**config.mk**
```make
export PLATFORM = sky130hd
export DESIGN_NAME = match_timer
export DESIGN_NICKNAME = d
export VERILOG_FILES = /design/src/rtl/match_timer.sv
export SDC_FILE = /design/constraint.sdc
export NUM_CORES = 1
export LEC_CHECK = 0
export ABC_AREA = 1
export ABC_CLOCK_PERIOD_IN_PS = 2100
export CORE_MARGIN = 3
export CORE_UTILIZATION = 25
export CTS_CLUSTER_SIZE = 20
export DETAILED_ROUTE_END_ITERATION = 8
export HOLD_SLACK_MARGIN = 0.08
export PLACE_DENSITY_LB_ADDON = 0.3
export SKIP_CTS_REPAIR_TIMING = 1
export SLEW_MARGIN = 20
export SYNTH_ARGS = -nofsm -noshare
export SYNTH_HDL_FRONTEND = slang
export SYNTH_SLANG_ARGS = --single-unit
```
**constraint.sdc**
```tcl
create_clock -name clk -period 2.1 [get_ports clk]
set_input_delay 0.21 -clock clk [delete_from_list [all_inputs] [get_ports clk]]
set_output_delay 0.21 -clock clk [all_outputs]
set_load 0.03 [all_outputs]
```
**src/rtl/match_timer.sv**
```systemverilog
`default_nettype none
// ============================================================================
// match_timer : pausable up/down BCD game clock with active-low 7-seg outputs
// Rev 1.0
// ============================================================================
module match_timer #(
  parameter int TICK_CYCLES = 50000000,
  parameter int DIGITS      = 2,
  parameter int LIMIT       = 60
) (
  input  logic                  clk,
  input  logic                  reset,
  input  logic                  start,
  input  logic                  pause,
  input  logic                  down,
  output logic [4*DIGITS-1:0]   value_bcd,
  output logic [7*DIGITS-1:0]   seg,
  output logic                  running,
  output logic                  expired
);

  localparam int c_pw = $clog2(TICK_CYCLES);
  localparam logic [c_pw-1:0] c_tick_last = c_pw'(TICK_CYCLES - 1);

  typedef enum logic [1:0] {
    IDLE   = 2'd0,
    RUN    = 2'd1,
    PAUSED = 2'd2,
    DONE   = 2'd3
  } state_t;

  function automatic logic [4*DIGITS-1:0] to_bcd(input int v);
    logic [4*DIGITS-1:0] r;
    int x;
    r = '0;
    x = v;
    for (int i = 0; i < DIGITS; i++) begin
      r[4*i +: 4] = 4'(x % 10);
      x = x / 10;
    end
    return r;
  endfunction

  localparam logic [4*DIGITS-1:0] c_limit_bcd = to_bcd(LIMIT);

  // Ripple a +/-1 through the digits; a digit only changes while carry/borrow is live.
  function automatic logic [4*DIGITS-1:0] bcd_step(input logic [4*DIGITS-1:0] v,
                                                   input logic dn);
    logic [4*DIGITS-1:0] r;
    logic                cy;
    logic [3:0]          d;
    r  = v;
    cy = 1'b1;
    for (int i = 0; i < DIGITS; i++) begin
      d = v[4*i +: 4];
      if (cy) begin
        if (!dn) begin
          if (d >= 4'd9) begin
            r[4*i +: 4] = 4'd0;
          end else begin
            r[4*i +: 4] = d + 4'd1;
            cy = 1'b0;
          end
        end else begin
          if (d == 4'd0) begin
            r[4*i +: 4] = 4'd9;
          end else begin
            r[4*i +: 4] = d - 4'd1;
            cy = 1'b0;
          end
        end
      end
    end
    return r;
  endfunction

  function automatic logic [6:0] seg_enc(input logic [3:0] d);
    case (d)
      4'd0:    seg_enc = 7'b1000000;
      4'd1:    seg_enc = 7'b1111001;
      4'd2:    seg_enc = 7'b0100100;
      4'd3:    seg_enc = 7'b0110000;
      4'd4:    seg_enc = 7'b0011001;
      4'd5:    seg_enc = 7'b0010010;
      4'd6:    seg_enc = 7'b0000010;
      4'd7:    seg_enc = 7'b1111000;
      4'd8:    seg_enc = 7'b0000000;
      4'd9:    seg_enc = 7'b0011000;
      default: seg_enc = 7'b1111111;
    endcase
  endfunction

  state_t              state_q, state_d;
  logic [c_pw-1:0]     presc_q, presc_d;
  logic [4*DIGITS-1:0] val_q, val_d;
  logic                dir_q, dir_d;
  logic                running_q, running_d;
  logic                expired_q, expired_d;
  logic [7*DIGITS-1:0] seg_q, seg_d;

  logic                tick;
  logic                hit_terminal;
  logic [4*DIGITS-1:0] stepped;
  logic [4*DIGITS-1:0] terminal;

  assign tick         = (presc_q == c_tick_last);
  assign stepped      = bcd_step(val_q, dir_q);
  assign terminal     = dir_q ? '0 : c_limit_bcd;
  assign hit_terminal = tick && (stepped == terminal);

  always_comb begin
    state_d   = state_q;
    presc_d   = presc_q;
    val_d     = val_q;
    dir_d     = dir_q;
    expired_d = 1'b0;

    if (start) begin
      state_d = RUN;
      presc_d = '0;
      dir_d   = down;
      val_d   = down ? c_limit_bcd : '0;
    end else begin
      case (state_q)
        RUN: begin
          // The RUN cycle that samples pause still counts, so RUN time per tick stays fixed.
          presc_d = tick ? '0 : presc_q + c_pw'(1);
          if (tick) begin
            val_d = stepped;
          end
          if (hit_terminal) begin
            state_d   = DONE;
            expired_d = 1'b1;
          end else if (pause) begin
            state_d = PAUSED;
          end
        end
        PAUSED: begin
          if (!pause) begin
            state_d = RUN;
          end
        end
        default: begin
        end
      endcase
    end

    running_d = (state_d == RUN);

    seg_d = '1;
    for (int i = 0; i < DIGITS; i++) begin
      seg_d[7*i +: 7] = (state_q == IDLE) ? 7'b1111111 : seg_enc(val_q[4*i +: 4]);
    end
  end

  always_ff @(posedge clk or negedge reset) begin
    if (!reset) begin
      state_q   <= IDLE;
      presc_q   <= '0;
      val_q     <= '0;
      dir_q     <= 1'b0;
      running_q <= 1'b0;
      expired_q <= 1'b0;
      seg_q     <= '1;
    end else begin
      state_q   <= state_d;
      presc_q   <= presc_d;
      val_q     <= val_d;
      dir_q     <= dir_d;
      running_q <= running_d;
      expired_q <= expired_d;
      seg_q     <= seg_d;
    end
  end

  assign value_bcd = val_q;
  assign seg       = seg_q;
  assign running   = running_q;
  assign expired   = expired_q;

endmodule
`default_nettype wire

```
Word-level counts from Yosys, hierarchy flattened
Memories as Yosys holds them, arrays and structs flattened.
Cells that the tools add are included.
{ "totals": {"regBits": 53, "latch_bits": 0, "ramBits": 0, "mem_bits_ro": 224, "elab_cells": 56, "memories": 2} }
{ "classes": {"addsub": 5, "mul": 0, "div": 0, "magnitude_cmp": 2, "eq_ne": 5, "n_shift": 0, "n_mux": 28, "bitwise_logic": 0, "reduce_logical": 7} }
{ "memory_table": {"columns": ["memory", "words", "word_bits", "rd", "rd_clocked_by_memory_dff", "wr", "line", "rtl"], "rows": [
  ["(name not given)", 16, 7, 1, 0, 0, "78", "case (d)"],
  ["(name not given)", 16, 7, 1, 0, 0, "78", null]
]} }
{ "op_table": {"columns": ["cell", "n"], "rows": [
  ["$mux W26", 3],
  ["$mux W4", 7],
  ["$mux W7", 4],
  ["$add A26 B1 Y26 const B", 1],
  ["$eq A26 B26 Y1 const B", 1],
  ["$mux W8", 3],
  ["$add A4 B1 Y4 const B", 2],
  ["$eq A8 B7 Y1", 1],
  ["$ge A4 B4 Y1 const B", 2],
  ["$logic_not A4 Y1", 2],
  ["$mux W2", 4],
  ["$sub A4 B1 Y4 const B", 2],
  ["$mux W1", 6],
  ["$eq A2 B1 Y1 const B", 2],
  ["$pmux W2 S2", 1],
  ["$reduce_bool A2 Y1", 2],
  ["$eq A2 B2 Y1 const B", 1],
  ["$logic_not A2 Y1", 1],
  ["$reduce_and A2 Y1", 1],
  ["$logic_and A1 B1 Y1", 1]
]} }

Depth between registers and ports, before layout
Gate-level depths: netlist of the first run.
{ "logic_depth": {"depth_word": 10, "mapped_depth": 17, "mapped_depth_nobuf": 17} }

Worst setup path before layout of the first run
No wires, ideal clock.
{ "synth_timing": {"kind": "register to register", "start": "reg val_q[0] (netlist: value_bcd[0])", "end": "reg running_q (netlist: running)", "setup_time_ns": 0.126, "t_arrival_ns": 2.036, "slack_ns": -0.062, "path_stages_with_launch": 12, "synth_period_minus_slack_ns": 2.162, "cell_sequence": "dfrtp_1 -> inv_1 -> ha_1 -> ha_1 -> o21ai_0 -> nor2_1 -> nand3_1 -> nor2_1 -> nand2_1 -> nand2_1 -> a21oi_1 -> a21oi_1"} }
{ "synth_via": {"elab_chain_len": 10, "word_cells_on_any_way": 17, "cone_classes": "2 x add/sub; 1 x order compare; 2 x eq/ne; 10 x mux; 2 x reduce/logical"} }
{ "synth_rtl": {"columns": ["item", "line", "rtl"], "rows": [
  ["from (decl)", "95", "logic [4*DIGITS-1:0] val_q, val_d;"],
  ["from (signal assigned)", "168", "val_q <= val_d;"],
  ["$ge A4 B4 Y1 or $logic_not A4 Y1 (tied branches)", "58, 65", null],
  ["$mux W1, on equally long branches", "58, 65", null],
  ["$mux W1", "57", "if (!dn) begin"],
  ["$mux W4", "56", "if (cy) begin"],
  ["$eq A8 B7 Y1 (*)", "109", "assign hit_terminal = tick && (stepped == terminal);"],
  ["$logic_and A1 B1 Y1 (*)", "109", null],
  ["$mux W2 (*)", "131", "if (hit_terminal) begin"],
  ["$pmux W2 S2 (*)", "124", "case (state_q)"],
  ["$mux W2 (*)", "118", "if (start) begin"],
  ["$eq A2 B1 Y1 (*)", "148", "running_d = (state_d == RUN);"],
  ["named net running_d", "97", "logic running_q, running_d;"],
  ["to (signal assigned)", "170", "running_q <= running_d;"],
  ["to (decl)", "97", null]
]} }
Mark *: on every way through the listed nets, which the timed path passes. The rest lies on a longest branch.
A chain may end at the register's enable or synchronous reset.

Worst setup path in the final report of the first run
{ "layout_timing": {"start": "reg val_q[4] (netlist: value_bcd[4])", "end": "reg running_q (netlist: running)"} }
{ "layout_via": {"elab_chain_len": 10, "word_cells_on_any_way": 14, "cone_classes": "2 x add/sub; 1 x order compare; 2 x eq/ne; 7 x mux; 2 x reduce/logical"} }
{ "layout_rtl": {"columns": ["item", "line", "rtl"], "rows": [
  ["$add A4 B1 Y4 (tied with other cells)", "61", "r[4*i +: 4] = d + 4'd1;"],
  ["$mux W4, on equally long branches", "58, 65", null],
  ["$mux W4", "57", null],
  ["$mux W4 (*)", "56", null],
  ["$eq A8 B7 Y1 (*)", "109", null],
  ["$logic_and A1 B1 Y1 (*)", "109", null],
  ["$mux W2 (*)", "131", null],
  ["$pmux W2 S2 (*)", "124", null],
  ["$mux W2 (*)", "118", null],
  ["$eq A2 B1 Y1 (*)", "148", null],
  ["named net running_d", "97", null]
]} }
Marks and branches as above.

==> results of run 1 <==
==> state kept, by name, indices dropped and copies added, names as in the netlist <==
signal     count
presc_q       26
value_bcd      8
dir_q          1
expired        1
state_q        2
running        1
seg           14
==> power by group through the flow <==
stage	logic, mW	clock network (mW)	registers [mW]
after floorplan	1.41	0	1.97
after global placement	2.73	0	1.57
after detailed placement	2.74	0	1.58
after CTS	2.76	0.856	1.56
after global routing	3.22	0.909	1.60
final	2.86	0.831	1.56
==> per-layer routing <==
layer / vias to the layer above / routed length, microns
li1: 1474 / -
met1: 1353 / 3550
met2: 58 / 3600
met3: 17 / 312
met4: 0 / 190
met5: - / 0
==> worst paths after layout <==
kind	start	endpoint	slack, ps	depth (start not counted)
max	value_bcd[4]	running	130	13
min	presc_q[25]	presc_q[25]	450	1
max reg2reg	value_bcd[4]	running	130	13
min reg2reg	presc_q[25]	presc_q[25]	450	1
max in group asynchronous	reset	presc_q[18]	1080	3
min in group asynchronous	reset	value_bcd[3]	460	2
==> Yosys cell counts (all sizes together) <==
| master | instances | area, sq um |
|---|---|---|
| nand2 | 106 | 405 |
| nor2 | 57 | 256 |
| inv | 54 | 205 |
| dfrtp | 39 | 976 |
| nand3 | 38 | 200 |
| o21ai | 29 | 145 |
| a21oi | 20 | 104 |
| dfstp | 14 | 368 |
| ha | 14 | 175 |
| nor3 | 10 | 55.1 |
| buf | 9 | 50.0 |
| nor4 | 7 | 50.1 |
| nand4 | 5 | 31.3 |
| xor2 | 5 | 43.8 |
| o22ai | 4 | 25.0 |
| nand3b | 3 | 35.0 |
| nor3b | 3 | 22.5 |
| xnor2 | 3 | 26.3 |
| a22oi | 2 | 15.0 |
| a211oi | 1 | 7.51 |
| a31oi | 1 | 6.26 |
| clkbuf | 1 | 3.75 |
| o211ai | 1 | 7.51 |
| or2 | 1 | 6.26 |
==> critical path, stage by stage, from the launching register on <==
cell,delay [ps]
sky130_fd_sc_hd__dfrtp_2,450
sky130_fd_sc_hd__inv_2,100
sky130_fd_sc_hd__ha_4,160
sky130_fd_sc_hd__nand3_1,130
sky130_fd_sc_hd__o21ai_0,240
sky130_fd_sc_hd__nand2_1,100
sky130_fd_sc_hd__nand2_1,70
sky130_fd_sc_hd__nand2_1,80
sky130_fd_sc_hd__nand3_1,90
sky130_fd_sc_hd__nor2_1,40
sky130_fd_sc_hd__nand2_1,110
sky130_fd_sc_hd__nand2_1,80
sky130_fd_sc_hd__a21oi_2,150
sky130_fd_sc_hd__a21oi_1,60
==> kinds of logic (layout without fill, tap and decap cells) <==
family	Yosys count	after routing	share of synthesized area, %
buf+inv	64	112	8.04
fa+ha+maj	14	14	5.44
xor+xnor	8	8	2.18
flops	53	53	41.7
simple gates	230	230	33.0
compound gates	58	58	9.63
==> per-stage QoR <==
stage	TNS, ps	worst slack (ps)
after global routing	-38.7	-29.5
final	0	128
after detailed placement	0	21.4
after CTS	0	1.21
after floorplan	0	21.0
after global placement	0	25.8
==> layout by cell type, fill, tap and decap left out, types with 3 or more instances in the layout <==
cell                              Yosys  final
sky130_fd_sc_hd__ha_1                14     11
sky130_fd_sc_hd__nand3_1             36     36
sky130_fd_sc_hd__inv_1               50     46
sky130_fd_sc_hd__xor2_1               5      5
sky130_fd_sc_hd__dfrtp_1             39     36
sky130_fd_sc_hd__nor4_1               6      4
sky130_fd_sc_hd__a21oi_1             19     18
sky130_fd_sc_hd__xnor2_1              3      3
sky130_fd_sc_hd__buf_4                2     21
sky130_fd_sc_hd__nand4_1              5      5
sky130_fd_sc_hd__nor3_1               9      8
sky130_fd_sc_hd__dfrtp_2              0      3
sky130_fd_sc_hd__nor2_4               4      4
sky130_fd_sc_hd__inv_2                3      6
sky130_fd_sc_hd__o22ai_1              4      4
sky130_fd_sc_hd__clkbuf_16            0      5
sky130_fd_sc_hd__o21ai_0             28     27
sky130_fd_sc_hd__dfstp_2             14     14
sky130_fd_sc_hd__nand2_1            103    103
sky130_fd_sc_hd__clkdlybuf4s50_1      0     27
sky130_fd_sc_hd__nor2_2               5      8
sky130_fd_sc_hd__nor3b_1              3      3
sky130_fd_sc_hd__nor2_1              48     45
sky130_fd_sc_hd__nor4_2               1      3
==> area by class of cell <==
| type | count | area share [%] |
|---|---|---|
| clock buffers | 7 | 3.52 |
| inverters | 54 | 5.12 |
| well taps | 168 | 5.19 |
| flip-flops and latches | 53 | 33.2 |
| multi-input cells | 310 | 41.5 |
| repair buffers | 51 | 11.4 |
==> run_results.csv, run 1 <==
group,metric,value,unit
critical_path,arrival,2140,ps
sta,worst_pin_slew,589,ps
clocking,htreeDepth,2,
sta,max_clock_freq,0.507,GHz
sta,final_hold_viol_count,0,
power,power.sequential.fraction,29.7,%
power,cellPowerDensity,1300,mW/mm^2
finish,layout.cell_area.non_filler,0.00405,sq mm
finish,post_route_cells_drive_above_1_share,17.7,%
critical_path,worstSetupStartpointType,"flop",
route,antenna_left,0,
yosys,synthesis.instances,427,
place,postPlaceCellArea,0.00382,sq mm
yosys,syn_area,0.00322,sq mm
route,via_count,2902,
die,coreArea,0.0123,sq mm
die,die_w,120,microns
yosys,synth_sequential_area_ratio,41.7,%
grt,use_met3,2.36,%
grt,groute.usage.overall,11.1,%
sta,skew,4.56,ps
place,placed_cells,634,
finish,fillers,1338,
finish,multi_input_area,0.00168,sq mm
yosys,synthesis.nets,446,
die,rows,40,
die,ios,29,
yosys,register_bit_count_reported_by_yosys,53,
finish,areaGrowthSynthToFinish,25.9,%
power,totalPowerFinal,5.25,mW
die,floorplan.die.height,120,microns
power,peakVddDrop,312,uV
place,detailed_place_hpwl,5.82,mm
die,initial_core_utilization,26.2,%
clocking,clk_pin_slew,60,ps
power,switching_share,43.5,%
finish,sequential_cell_area,0.00135,sq mm
finish,finish.net_count,494,
finish,post_route_insts_no_fill,643,
place,gpl.final_weighted_congestion,0.882,
power,power_report.internal_total,2.97,mW
grt,grt-ovfl-total,0,
finish,final_design_utilization,32.9,%
grt,grt_start_max_net_pins,30,
route,drt_iter0_markers,185,
route,drtPass1Iterations,4,
run,max_cap_violations,0,
power,net-switching-power,2.29,mW
run_status,result_of_the_run,"complete, no violations",
yosys,syn_area_per_cell,7.54,sq um
critical_path,critical_path_required,2270,ps
sta,part_of_the_cycle_the_worst_path_needs,93.9,%
power,clockPowerShare,15.8,%
critical_path,nature_of_the_critical_path_endpoint,"flop",
clocking,clock_latency,290,ps
finish,n_antenna_cell,0,
sta,final-setup-viol-count,0,
sta,post-route-min-period,1970,ps
route,detail_route.wl_per_cell,11.9,microns
sta,holdWs,447,ps
grt,initial_antenna_violation_count,0,
sta,final-max-slew-violation-count,0,
clocking,number_of_buffers_added_by_the_clock_tree_synthesis_step,5,
yosys,ys_types,36,
clocking,cts_tree,"built",
grt,global_route.usage.met1,14.0,%
clocking,ctsRootBufferMaster,"sky130_fd_sc_hd__clkbuf_16",
clocking,cts_buffer_depth,2,
grt,grt_pass1_vias,2791,
route,remaining_drc_errors,0,
worst_hold_path,hold_class,"flop to flop",
sta,max-slew-margin-rel,60.7,%
grt,grt_util_met2,18.8,%
clocking,clkSinkCount,53,
critical_path,timing.setup.critical_path_class,"flop to flop",
yosys,ys_warn_count,0,
critical_path,cp_max_fo,6,
power,combinational_group_share_of_total_power,54.5,%
grt,grt_pass1_wl,13.1,mm
route,routed_wirelength,7.66,mm
grt,grt-busiest-layer,"met2",
place,port_buffers,28,
power,power_leakage,1.81,nW
die,die_area,0.0143,sq mm
route,drt-vias-per-instance,4.51,
Power figures use the tool's default switching activity.
==> run 2: changes to the inputs <==
- ABC_CLOCK_PERIOD_IN_PS: 2100 -> unset
==> results of run 2 <==
The final DEF is identical to that of run 1; final timing and power are the same.
==> run 3: changes to the inputs <==
- CAP_MARGIN: unset -> 20
==> results of run 3 <==
The final DEF is identical to that of run 1; final timing and power are the same.
